===== config.mk =====
export PLATFORM = sky130hd
export DESIGN_NAME = bf_core_stacked
export DESIGN_NICKNAME = d
export VERILOG_FILES = /design/src/rtl/bf_core_stacked.sv
export SDC_FILE = /design/constraint.sdc
export NUM_CORES = 1
export LEC_CHECK = 0
export ABC_AREA = 1
export CAP_MARGIN = 20
export CELL_PAD_IN_SITES_DETAIL_PLACEMENT = 1
export CELL_PAD_IN_SITES_GLOBAL_PLACEMENT = 2
export CORE_MARGIN = 5
export CORE_UTILIZATION = 40
export DETAILED_ROUTE_END_ITERATION = 10
export MAX_ROUTING_LAYER = met4
export PLACE_DENSITY = 0.92
export SLEW_MARGIN = 20
export SYNTH_ARGS = -nofsm -noshare
export SYNTH_HDL_FRONTEND = slang
export SYNTH_SLANG_ARGS = --single-unit

===== constraint.sdc =====
create_clock -name clk -period 7.2 [get_ports clk]
set_clock_uncertainty 0.1 [all_clocks]
set_input_delay 2.16 -clock clk [delete_from_list [all_inputs] [get_ports clk]]
set_output_delay 2.16 -clock clk [all_outputs]
set_load 0.01 [all_outputs]

===== src/rtl/bf_core_stacked.sv =====
// Brainfuck core with a hardware loop-return stack, parametric cell width and handshaked I/O.
// Optional BF_ARRAY_WRAP_EN: the array pointer wraps at the ends instead of raising error.
module bf_core_stacked #(
    parameter int unsigned CELL_WIDTH  = 8,
    parameter int unsigned ADDR_ARRAY  = 9,
    parameter int unsigned ADDR_CODE   = 9,
    parameter int unsigned STACK_DEPTH = 16
) (
    input  logic                         clk,
    input  logic                         reset,
    output logic [ADDR_CODE-1:0]         addr_code,
    input  logic [7:0]                   data_code,
    output logic [ADDR_ARRAY-1:0]        addr_array,
    input  logic [CELL_WIDTH-1:0]        dataIn_array,
    output logic [CELL_WIDTH-1:0]        dataOut_array,
    output logic                         writeRq_array,
    output logic                         tx_valid,
    output logic [7:0]                   tx_data,
    input  logic                         tx_ready,
    output logic                         rx_ready,
    input  logic                         rx_valid,
    input  logic [7:0]                   rx_data,
    output logic                         done,
    output logic                         error,
    output logic [$clog2(STACK_DEPTH):0] loop_depth
);

    localparam int unsigned SP_W  = $clog2(STACK_DEPTH) + 1;
    localparam int unsigned IDX_W = $clog2(STACK_DEPTH);

    typedef enum logic [2:0] {
        FETCH, EXEC, LOAD1, LOAD2, SKIP, TX, RX, HALT
    } state_t;

    state_t                  state_q, state_d;
    logic [ADDR_CODE-1:0]    pc_q, pc_d;
    logic [ADDR_ARRAY-1:0]   ptr_q, ptr_d;
    logic [CELL_WIDTH-1:0]   cell_q, cell_d;
    logic [SP_W-1:0]         sp_q, sp_d;
    logic [ADDR_CODE-1:0]    nest_q, nest_d;
    logic                    skip_wait_q, skip_wait_d;
    logic                    wr_q, wr_d;
    logic                    txv_q, txv_d;
    logic [7:0]              txd_q, txd_d;
    logic                    rxr_q, rxr_d;
    logic                    done_q, done_d;
    logic                    err_q, err_d;
    logic [ADDR_CODE-1:0]    stack_q [STACK_DEPTH];
    logic                    push_en;
    logic                    adv;
    logic [SP_W-1:0]         sp_m1;
    logic [ADDR_CODE-1:0]    stack_top;

    assign sp_m1     = sp_q - SP_W'(1);
    assign stack_top = stack_q[sp_m1[IDX_W-1:0]];

    always_comb begin
        state_d     = state_q;
        pc_d        = pc_q;
        ptr_d       = ptr_q;
        cell_d      = cell_q;
        sp_d        = sp_q;
        nest_d      = nest_q;
        skip_wait_d = skip_wait_q;
        wr_d        = 1'b0;
        txv_d       = txv_q;
        txd_d       = txd_q;
        rxr_d       = rxr_q;
        done_d      = done_q;
        err_d       = err_q;
        push_en     = 1'b0;
        adv         = 1'b0;

        case (state_q)
            FETCH: state_d = EXEC;
            EXEC: begin
                state_d = FETCH;
                case (data_code)
                    8'h2B: begin
                        cell_d = cell_q + CELL_WIDTH'(1);
                        wr_d   = 1'b1;
                        adv    = 1'b1;
                    end
                    8'h2D: begin
                        cell_d = cell_q - CELL_WIDTH'(1);
                        wr_d   = 1'b1;
                        adv    = 1'b1;
                    end
                    8'h3E: begin
`ifdef BF_ARRAY_WRAP_EN
                        ptr_d   = ptr_q + ADDR_ARRAY'(1);
                        state_d = LOAD1;
                        adv     = 1'b1;
`else
                        if (&ptr_q) begin
                            err_d   = 1'b1;
                            state_d = HALT;
                        end else begin
                            ptr_d   = ptr_q + ADDR_ARRAY'(1);
                            state_d = LOAD1;
                            adv     = 1'b1;
                        end
`endif
                    end
                    8'h3C: begin
`ifdef BF_ARRAY_WRAP_EN
                        ptr_d   = ptr_q - ADDR_ARRAY'(1);
                        state_d = LOAD1;
                        adv     = 1'b1;
`else
                        if (ptr_q == '0) begin
                            err_d   = 1'b1;
                            state_d = HALT;
                        end else begin
                            ptr_d   = ptr_q - ADDR_ARRAY'(1);
                            state_d = LOAD1;
                            adv     = 1'b1;
                        end
`endif
                    end
                    8'h5B: begin
                        if (cell_q != '0) begin
                            if (sp_q == SP_W'(STACK_DEPTH)) begin
                                err_d   = 1'b1;
                                state_d = HALT;
                            end else begin
                                push_en = 1'b1;
                                sp_d    = sp_q + SP_W'(1);
                                adv     = 1'b1;
                            end
                        end else begin
                            nest_d      = '0;
                            skip_wait_d = 1'b1;
                            state_d     = SKIP;
                            adv         = 1'b1;
                        end
                    end
                    8'h5D: begin
                        if (sp_q == '0) begin
                            err_d   = 1'b1;
                            state_d = HALT;
                        end else if (cell_q != '0) begin
                            pc_d = stack_top;
                        end else begin
                            sp_d = sp_m1;
                            adv  = 1'b1;
                        end
                    end
                    8'h2E: begin
                        txv_d   = 1'b1;
                        txd_d   = 8'(cell_q);
                        state_d = TX;
                    end
                    8'h2C: begin
                        rxr_d   = 1'b1;
                        state_d = RX;
                    end
                    8'h00: begin
                        done_d  = 1'b1;
                        state_d = HALT;
                    end
                    default: adv = 1'b1;
                endcase
            end
            LOAD1: state_d = LOAD2;
            LOAD2: begin
                cell_d  = dataIn_array;
                state_d = FETCH;
            end
            SKIP: begin
                // Alternate wait/decode cycles so every scanned byte sees fresh fetch data.
                if (skip_wait_q) begin
                    skip_wait_d = 1'b0;
                end else begin
                    skip_wait_d = 1'b1;
                    adv         = 1'b1;
                    case (data_code)
                        8'h5B: nest_d = nest_q + ADDR_CODE'(1);
                        8'h5D: begin
                            if (nest_q == '0) begin
                                state_d     = FETCH;
                                skip_wait_d = 1'b0;
                            end else begin
                                nest_d = nest_q - ADDR_CODE'(1);
                            end
                        end
                        8'h00: begin
                            adv     = 1'b0;
                            err_d   = 1'b1;
                            state_d = HALT;
                        end
                        default: ;
                    endcase
                end
            end
            TX: begin
                if (tx_ready) begin
                    txv_d   = 1'b0;
                    state_d = FETCH;
                    adv     = 1'b1;
                end
            end
            RX: begin
                if (rx_valid) begin
                    cell_d  = CELL_WIDTH'(rx_data);
                    wr_d    = 1'b1;
                    rxr_d   = 1'b0;
                    state_d = FETCH;
                    adv     = 1'b1;
                end
            end
            HALT: ;
            default: state_d = HALT;
        endcase

        // The program counter never wraps: stepping past the last code byte ends the run.
        if (adv) begin
            if (&pc_q) begin
                done_d  = 1'b1;
                state_d = HALT;
                push_en = 1'b0;
                sp_d    = sp_q;
            end else begin
                pc_d = pc_q + ADDR_CODE'(1);
            end
        end

        if (state_d == HALT) begin
            wr_d  = 1'b0;
            txv_d = 1'b0;
            rxr_d = 1'b0;
        end
    end

    always_ff @(posedge clk) begin
        if (reset) begin
            state_q     <= FETCH;
            pc_q        <= '0;
            ptr_q       <= '0;
            cell_q      <= '0;
            sp_q        <= '0;
            nest_q      <= '0;
            skip_wait_q <= 1'b0;
            wr_q        <= 1'b0;
            txv_q       <= 1'b0;
            txd_q       <= '0;
            rxr_q       <= 1'b0;
            done_q      <= 1'b0;
            err_q       <= 1'b0;
        end else begin
            state_q     <= state_d;
            pc_q        <= pc_d;
            ptr_q       <= ptr_d;
            cell_q      <= cell_d;
            sp_q        <= sp_d;
            nest_q      <= nest_d;
            skip_wait_q <= skip_wait_d;
            wr_q        <= wr_d;
            txv_q       <= txv_d;
            txd_q       <= txd_d;
            rxr_q       <= rxr_d;
            done_q      <= done_d;
            err_q       <= err_d;
        end
    end

    always_ff @(posedge clk) begin
        if (push_en) stack_q[sp_q[IDX_W-1:0]] <= pc_q + ADDR_CODE'(1);
    end

    assign addr_code     = pc_q;
    assign addr_array    = ptr_q;
    assign dataOut_array = cell_q;
    assign writeRq_array = wr_q;
    assign tx_valid      = txv_q;
    assign tx_data       = txd_q;
    assign rx_ready      = rxr_q;
    assign done          = done_q;
    assign error         = err_q;
    assign loop_depth    = sp_q;

endmodule


# ---- Yosys cells after proc, flatten, opt, wreduce, memory -nomap -nowiden
# Memories as Yosys holds them, arrays and structs flattened.
# Cells that the tools add are included.
dict set report word_totals {
  memories 1
  rom_bits 0
  latch_bits 0
  regBits 57
  mem_bits_rw 144
  inputBits 28
}
# name depth word_bits read_ports rd_clocked_by_memory_dff write_ports line
set memory_table {}
lappend memory_table {stack_q 16 9 1 0 1 48} ;# logic [ADDR_CODE-1:0] stack_q [STACK_DEPTH];
dict set report classes {
  mux 86
  bitwise 0
  n_mul 0
  n_shift 0
  eq_ne 36
  n_div 0
  n_addsub 9
  order_cmp 0
  reduce_logical 24
}
# cell count
set ops {}
lappend ops {{two-way mux 9 bit} 12}
lappend ops {{case mux 9 bit (2 select lines)} 3}
lappend ops {{== test 8 x 6 -> 1 bit (second input constant)} 6}
lappend ops {{case mux 3 bit (7 select lines)} 2}
lappend ops {{two-way mux 1 bit} 38}
lappend ops {{two-way mux 5 bit} 7}
lappend ops {{two-way mux 3 bit} 11}
lappend ops {{adder 9 x 1 -> 9 bit (second input constant)} 3}
lappend ops {{AND reduction 9 bit} 3}
lappend ops {{case mux 8 bit (3 select lines)} 1}
lappend ops {{zero test 9 bit} 2}
lappend ops {{!= test 3 bit (second input constant)} 6}
lappend ops {{subtractor 9 x 1 -> 9 bit (second input constant)} 2}
lappend ops {{== test 8 x 7 -> 1 bit (second input constant)} 2}
lappend ops {{!= test 2 bit (second input constant)} 8}
lappend ops {{case mux 8 bit (2 select lines)} 1}
lappend ops {{== test 3 bit (second input constant)} 4}
lappend ops {{AND reduction 3 bit} 4}
lappend ops {{case mux 1 bit (2 select lines)} 5}
lappend ops {{case mux 5 bit (2 select lines)} 1}
lappend ops {{adder 8 x 1 -> 8 bit (second input constant)} 1}
lappend ops {{zero test 8 bit} 1}
lappend ops {{two-way mux 8 bit} 1}
lappend ops {{case mux 1 bit (4 select lines)} 2}
lappend ops {{22 further kinds} 29}

# ---- Longest topological paths before layout
# Gate-level depths: netlist of the first run.
dict set report logic_depth {
  depth_word 9
  ltp_mapped 18
  mapped_depth_nobuf 15
}

# ---- Worst setup path before layout of the first run
# OpenSTA, ideal clock, no wires.
dict set report synth_path {
  kind {in2reg}
  startpoint {input data_code[5]}
  endpoint {memory stack_q[0][0], enable pin}
  required_time_ns 6.726
  arrival_ns 3.631
  setup_ns 0.374
  n_path_buf 1
  path_stages 14
  slack_ns 3.095
  path_cell_list {inv_1 nand2_1 nor2_4 nand2_4 nand2_1 nor2_1 nand2_1 nand3_1 nand2_1 nand2_2 nand2_4 buf_8 nand3_2 nor2_1}
}
dict set report synth_via {
  elab_chain_cells 7
}
# item line
set synth_lines {}
lappend synth_lines {{start, declared} 12} ;# input logic [7:0] data_code,
lappend synth_lines {{== test 8 x 6 -> 1 bit (tied with other cells)} 78} ;# case (data_code)
lappend synth_lines {{OR reduction 3 bit (no source line) (tied with other cells)} --}
lappend synth_lines {{case mux 1 bit (5 select lines) (tied with other cells)} 78}
lappend synth_lines {{case mux 1 bit (4 select lines) or two-way mux 1 bit (tied branches)} {74, 218}}
lappend synth_lines {{two-way mux 1 bit *} 217} ;# if (adv) begin
lappend synth_lines {{two-way mux 1 bit *} 268} ;# if (push_en) stack_q[sp_q[IDX_W-1:0]] <= pc_q + ADDR_CODE'(1);
lappend synth_lines {{two-way mux 1 bit (not written as such) *} 268}
lappend synth_lines {{end, declared} 48}
# Every way passes the cells marked *; elsewhere a longest branch is shown, timed or not.

# ---- Worst setup path after layout of the first run
dict set report layout_path {
  startpoint {input data_code[1]}
  endpoint {memory stack_q[12][0], enable pin}
}
# The elaborated chain is that of the path after synthesis.

==> results.yml, run 1 <==
status:
  status: "finished, final reports clean"
yosys:
  synth.ff_latch_count: 201
  synth_area_um2: 10000
  ys_seq_area_share_pct: 54.6
  synth_ff_type: "edfxtp_1"
  syn_area_per_cell_um2: 9.33
  yosysMostFrequentCell: "nor2_1"
  synth_edf_count: 144
  synth_top_area_share_pct: 43.2
  ys_top_cells_by_area: "edfxtp_1 (43%), dfxtp_1 (11%), nor2_1 (7.9%)"
  synthArstFlopShare_pct: 0
  synth_cell_types: 49
  syn_inst: 1074
  yosysWarnings: 0
  yosys-top-cells-count: "nor2_1 (211), edfxtp_1 (144), nand2_1 (123)"
  synth_nets: 1132
  yosys.area.top_type: "edfxtp_1"
placement:
  gp_congestion: 0.838
  dp.cells: 1439
  dp_hpwl_mm: 20.0
  numPortBuffers: 71
  pre_cts_slack_ns: 1.98
critical_path:
  r2r-start: "loop_depth[0]$_SDFFE_PP0P_"
  arrival_ns: 4.73
  worst_setup_path_end_kind: "flip-flop"
  cp-start-kind: "input port"
  worstSetupStartpoint: "data_code[1]"
  required_ns: 7.24
  path_max_fanout: 13
  worst-setup-path-type: "input port to flip-flop"
clock_tree:
  root_buffer: "clkbuf_16"
  clkTransAtPathRegs_ns: 0.06
  post-cts-setup-buffers: 0
  clk_path_buf_depth: 3
  cts_tree: "yes"
  cts_sinks: 201
  htreeDepth: 1
  post_cts_resized: 0
  cts_buffers: 22
  clk_latency_ns: 0.52
  holdBufCountCts: 0
floorplanning:
  die_x_um: 168
  die_area_um2: 28300
  start_util_pct: 40.2
  placementRows: 58
  io_pins: 72
  die_h_um: 168
  core_area_um2: 24900
detailed_routing:
  dr_wl_met3_mm: 1.35
  avgRoutedWirePerCell_um: 20.1
  post-route-drc-count: 0
  top_layer: "met4"
  vias_per_cell: 5.44
  wl_met2_mm: 14.6
  dr_total_vias: 8048
  drtIter0Drc: 594
  first_pass_iters: 5
  routed_wl_mm: 29.7
  ant_nets: 0
  wl_met1_mm: 12.9
power:
  ir_drop_mv: 0.172
  power_density_nw_per_um2: 216
  leakagePower_nw: 4.42
sta:
  tightest_slew_ns: 1.09
  finalHoldViolCount: 0
  slew_violations: 0
  setup_tns_ns: 0
  grt_setup_unrepaired: "false"
  min_period_over_period_pct: 65.2
  layout_setup_ws_ns: 2.51
  setup_viol: 0
  max_freq_ghz: 0.213
  slew_headroom_pct: 27.6
  fin_crit_ns: 4.69
global_routing:
  grt_pass1_vias: 8502
  groute.usage.overall_pct: 21.5
  grt_antenna_before_repair: 0
  overflow: 0
  grt_max_degree: 80
  grt_pass1_wl_mm: 47.3
final_layout:
  diodes: 0
  nets: 1191
  final_core_util_pct: 47.2
  syn_to_final_growth_pct: 17.4
  drive_above_1_share_pct: 9.49
  fin_cells: 1479
run:
  max-cap-violations: 0
worst_hold_path:
  hp-start: "nest_q[8]$_SDFFE_PP0P_"
  hold_path_class: "flip-flop to flip-flop"
cell families (layout without fill, tap and decap cells):
kind of cell    after synthesis  after routing  synth area share [%]
xor+xnor                     27             27                  2.36
buf+inv                     124            199                  5.06
fa+ha+maj                    30             30                  3.97
simple gates                433            433                  19.1
flops                       201            201                  54.6
compound gates              258            258                  14.9
mux                           1              1                0.0999
routing by layer:
layer,vias up,global-route usage (%)
li1,3840,-
met1,3951,27.0
met2,202,36.4
met3,55,3.38
met4,0,5.50
met5,-,-
worst paths after layout:
check	slack [ns]	endpoint	cells after the start
hold / removal	0.37	nest_q[8]$_SDFFE_PP0P_	2
setup reg to reg	2.76	addr_code[0]$_SDFF_PP0_	14
hold reg to reg	0.37	nest_q[8]$_SDFFE_PP0P_	2
setup / recovery	2.51	stack_q[12][0]$_DFFE_PP_	13
cell type report:
cell class | count | area [um^2]
fill | 2896 | 13100
sequential | 201 | 5470
multi-input combinational | 749 | 4100
timing repair buffer | 76 | 748
clock buffer | 32 | 618
tap | 330 | 413
inverter | 83 | 312
clock inverter | 8 | 104
where the power goes:
part / total [mW] / switching [mW] / internal, mW / leakage [nW]
clock: 1.14 / 0.467 / 0.670 / 0.352
sequential: 1.27 / 0.00853 / 1.26 / 1.78
combinational: 0.129 / 0.0871 / 0.0416 / 2.30
total: 2.53 / 0.562 / 1.97 / 4.42
cell usage in the layout (no fill, tap or decap), types with 3 or more instances in the layout:
cell / instances
nor2_1: 211
edfxtp_1: 144
nand2_1: 123
o21ai_0: 98
a21oi_1: 73
clkdlybuf4s50_1: 71
inv_1: 61
dfxtp_1: 56
nand3_1: 41
o211ai_1: 27
ha_1: 27
clkbuf_16: 22
inv_2: 21
xor2_1: 17
o21ai_1: 16
nand2_2: 12
nor2_2: 12
o221ai_1: 9
nor3_1: 7
o21a_1: 7
clkbuf_1: 7
xor2_2: 6
a221oi_1: 5
a211oi_1: 5
buf_4: 5
nand2_4: 4
nand4_1: 4
a31oi_1: 4
nand3_2: 4
clkinv_2: 4
nor2_4: 3
nor3_2: 3
o22ai_1: 3
o311ai_0: 3
nand3b_1: 3
xnor2_1: 3
fa_1: 3
clkbuf_8: 3
metrics by stage:
step / total power [mW] / hold WS (ns) / cell area, um^2
2_1_floorplan: 1.35 / 0.345 / 10000
3_3_place_gp: 1.42 / 0.353 / 11000
3_5_place_dp: 1.42 / 0.365 / 11000
4_1_cts: 2.55 / 0.373 / 11800
5_1_grt: 2.61 / 0.394 / 11800
6_report: 2.53 / 0.367 / 11800
sequential cells by signal, indices dropped and copies added (netlist names):
register and count:
state_q 3, tx_valid 1, writeRq_array 1, loop_depth 5, addr_array 9, nest_q 9, skip_wait_q 1, addr_code 9
tx_data 8, done 1, dataOut_array 8, error 1, stack_q 144, rx_ready 1
worst max-delay path, stage by stage:
cell and delay [ns]:
clkdlybuf4s50_1 0.60, inv_1 0.09, nand2_1 0.08, nor2_2 0.05, nand2_2 0.16, a21oi_1 0.08
nor2_1 0.16, nand3_1 0.09, nand2_1 0.08, nand2_2 0.10, nand2_4 0.17, nand3_2 0.16
nor2_1 0.74
(Power assumes the default switching activity.)
==> run 2: changes to the inputs <==
--- a/config.mk
+++ b/config.mk
@@ -10,10 +10,10 @@
 export CELL_PAD_IN_SITES_DETAIL_PLACEMENT = 1
 export CELL_PAD_IN_SITES_GLOBAL_PLACEMENT = 2
 export CORE_MARGIN = 5
-export CORE_UTILIZATION = 40
+export CORE_UTILIZATION = 37
 export DETAILED_ROUTE_END_ITERATION = 10
 export MAX_ROUTING_LAYER = met4
-export PLACE_DENSITY = 0.92
+export PLACE_DENSITY = 0.86
 export SLEW_MARGIN = 20
 export SYNTH_ARGS = -nofsm -noshare
 export SYNTH_HDL_FRONTEND = slang
==> constraint.sdc (replaced) <==
create_clock -name clk -period 4.65 [get_ports clk]
set_clock_uncertainty 0.1 [all_clocks]
set_input_delay 1.395 -clock clk [delete_from_list [all_inputs] [get_ports clk]]
set_output_delay 1.395 -clock clk [all_outputs]
set_load 0.01 [all_outputs]
==> results.yml, run 2 (synthesis gave the netlist of run 1 again) <==
sta:
  min_period_over_period_pct: 83.4
  slew_headroom_pct: 33.8
  setup_tns_ns: 0
  slew_violations: 0
  max_freq_ghz: 0.258
  setup_viol: 0
  tightest_slew_ns: 0.990
  fin_crit_ns: 3.88
  grt_setup_unrepaired: "false"
  layout_setup_ws_ns: 0.773
  finalHoldViolCount: 0
power:
  intPower_mw: 3.08
  power_density_nw_per_um2: 336
  leakagePower_nw: 4.49
  swShare_pct: 22.6
  clkPwrFrac_pct: 46.0
  ir_drop_mv: 0.229
  power.switching_uw: 901
  power.share.sequential_pct: 49.3
  pwr-share-comb_pct: 4.8
detailed_routing:
  post-route-drc-count: 0
  ant_nets: 0
  wl_met2_mm: 14.3
  top_layer: "met4"
  routed_wl_mm: 28.3
  vias_per_cell: 5.26
  wl_met1_mm: 12.4
  avgRoutedWirePerCell_um: 18.8
  drtIter0Drc: 616
  dr_total_vias: 7910
  first_pass_iters: 5
  dr_wl_met3_mm: 1.03
critical_path:
  cp_slowest_cell: "nor2_1"
  path_max_fanout: 9
  required_ns: 4.69
  cp-start-kind: "input port"
  worst_setup_path_end_kind: "flip-flop"
  crit_path_cell_trace: "clkdlybuf4s50_1, inv_1, nand2_1, nor2_2, nand2_2, a21oi_1, nor2_1, nand3_1, nand2_1, nand2_2, nand2_4, nand3_2, nor2_1"
  critical_path.max_stage_delay_ns: 0.78
  arrival_ns: 3.92
  worst-setup-path-type: "input port to flip-flop"
run:
  max-cap-violations: 0
clock_tree:
  clk_latency_ns: 0.52
  cts_tree: "yes"
  cts_buffers: 24
  clk_path_buf_depth: 3
  clkTransAtPathRegs_ns: 0.06
  post-cts-setup-buffers: 0
  post_cts_resized: 0
  cts_sinks: 201
  holdBufCountCts: 0
  root_buffer: "clkbuf_16"
  htreeDepth: 1
placement:
  gp_congestion: 0.840
  dp.cells: 1459
  pre_cts_slack_ns: 0.208
  dpl-instance-area_um2: 11100
  dp_hpwl_mm: 19.3
  numPortBuffers: 71
global_routing:
  overflow: 0
  groute.usage.overall_pct: 18.8
  grt_pass1_vias: 8302
  grt_pass1_wl_mm: 45.4
  grt_antenna_before_repair: 0
  grt_max_degree: 79
final_layout:
  nets: 1202
  fill_cells: 3063
  syn_to_final_growth_pct: 18.4
  diodes: 0
  drive_above_1_share_pct: 10.3
  layout_commonest_cell: "nor2_1"
  largest_register_ffs: 144
  design_area_um2: 11900
  layout_common_cells: "nor2_1 (211), edfxtp_1 (144), nand2_1 (123), o21ai_0 (98), a21oi_1 (73)"
  fin_cells: 1503
status:
  status: "finished, final reports clean"
floorplanning:
  io_pins: 72
  die_h_um: 175
  start_util_pct: 37.4
  placementRows: 60
  die_area_um2: 30500
  core_area_um2: 26800
  die_x_um: 175
worst_hold_path:
  hold_path_class: "flip-flop to flip-flop"
-- run 2: routing by layer --
| metal | global-route usage [%] | vias to the layer above |
|---|---|---|
| met5 | - | - |
| met2 | 33.3 | 133 |
| met3 | 2.70 | 38 |
| met1 | 23.4 | 3874 |
| met4 | 3.27 | 0 |
| li1 | - | 3865 |
-- run 2: critical path, delay by kind of cell --
kind | cells | cell delay [ns]
AND/OR/NAND/NOR | 10 | 1.75
buffers and inverters | 2 | 0.68
AO/OA/AOI/OAI | 1 | 0.07
-- run 2: power by group through the flow --
stage	Combinational [mW]	Sequential, mW	Clock, mW
floorplan	0.0928	2.00	0
finish	0.190	1.96	1.83
CTS	0.192	1.96	1.87
global placement	0.184	2.00	0
global route	0.209	1.96	1.96
detailed placement	0.191	2.00	0
-- run 2: per-stage QoR --
step / util [%] / total power [mW] / hold slack [ns]
floorplan: - / 2.09 / 0.345
global placement: 41.3 / 2.18 / 0.355
detailed placement: 41.3 / 2.19 / 0.365
CTS: 44.2 / 4.02 / 0.373
global route: 44.3 / 4.13 / 0.384
finish: 44.3 / 3.98 / 0.372
-- run 2: worst paths after layout --
check                                           endpoint  slack (ns)                  startpoint  depth (start not counted)
worst max-delay path            stack_q[10][8]$_DFFE_PP_        0.77                data_code[1]                         13
worst min-delay path                  error$_SDFFE_PP0P_        0.37          error$_SDFFE_PP0P_                          2
worst max register to register   addr_code[1]$_SDFF_PP0_        1.48  loop_depth[1]$_SDFFE_PP0P_                         10
worst min register to register        error$_SDFFE_PP0P_        0.37          error$_SDFFE_PP0P_                          2
-- run 2: final cells by class --
cell class	count	area, um^2	share of cell area [%]
clock buffers	27	612	5.16
clock inverters	17	156	1.32
inverters	83	312	2.63
multi-input cells	749	4080	34.3
flip-flops and latches	201	5470	46.1
well taps	341	427	3.60
repair buffers	85	816	6.88
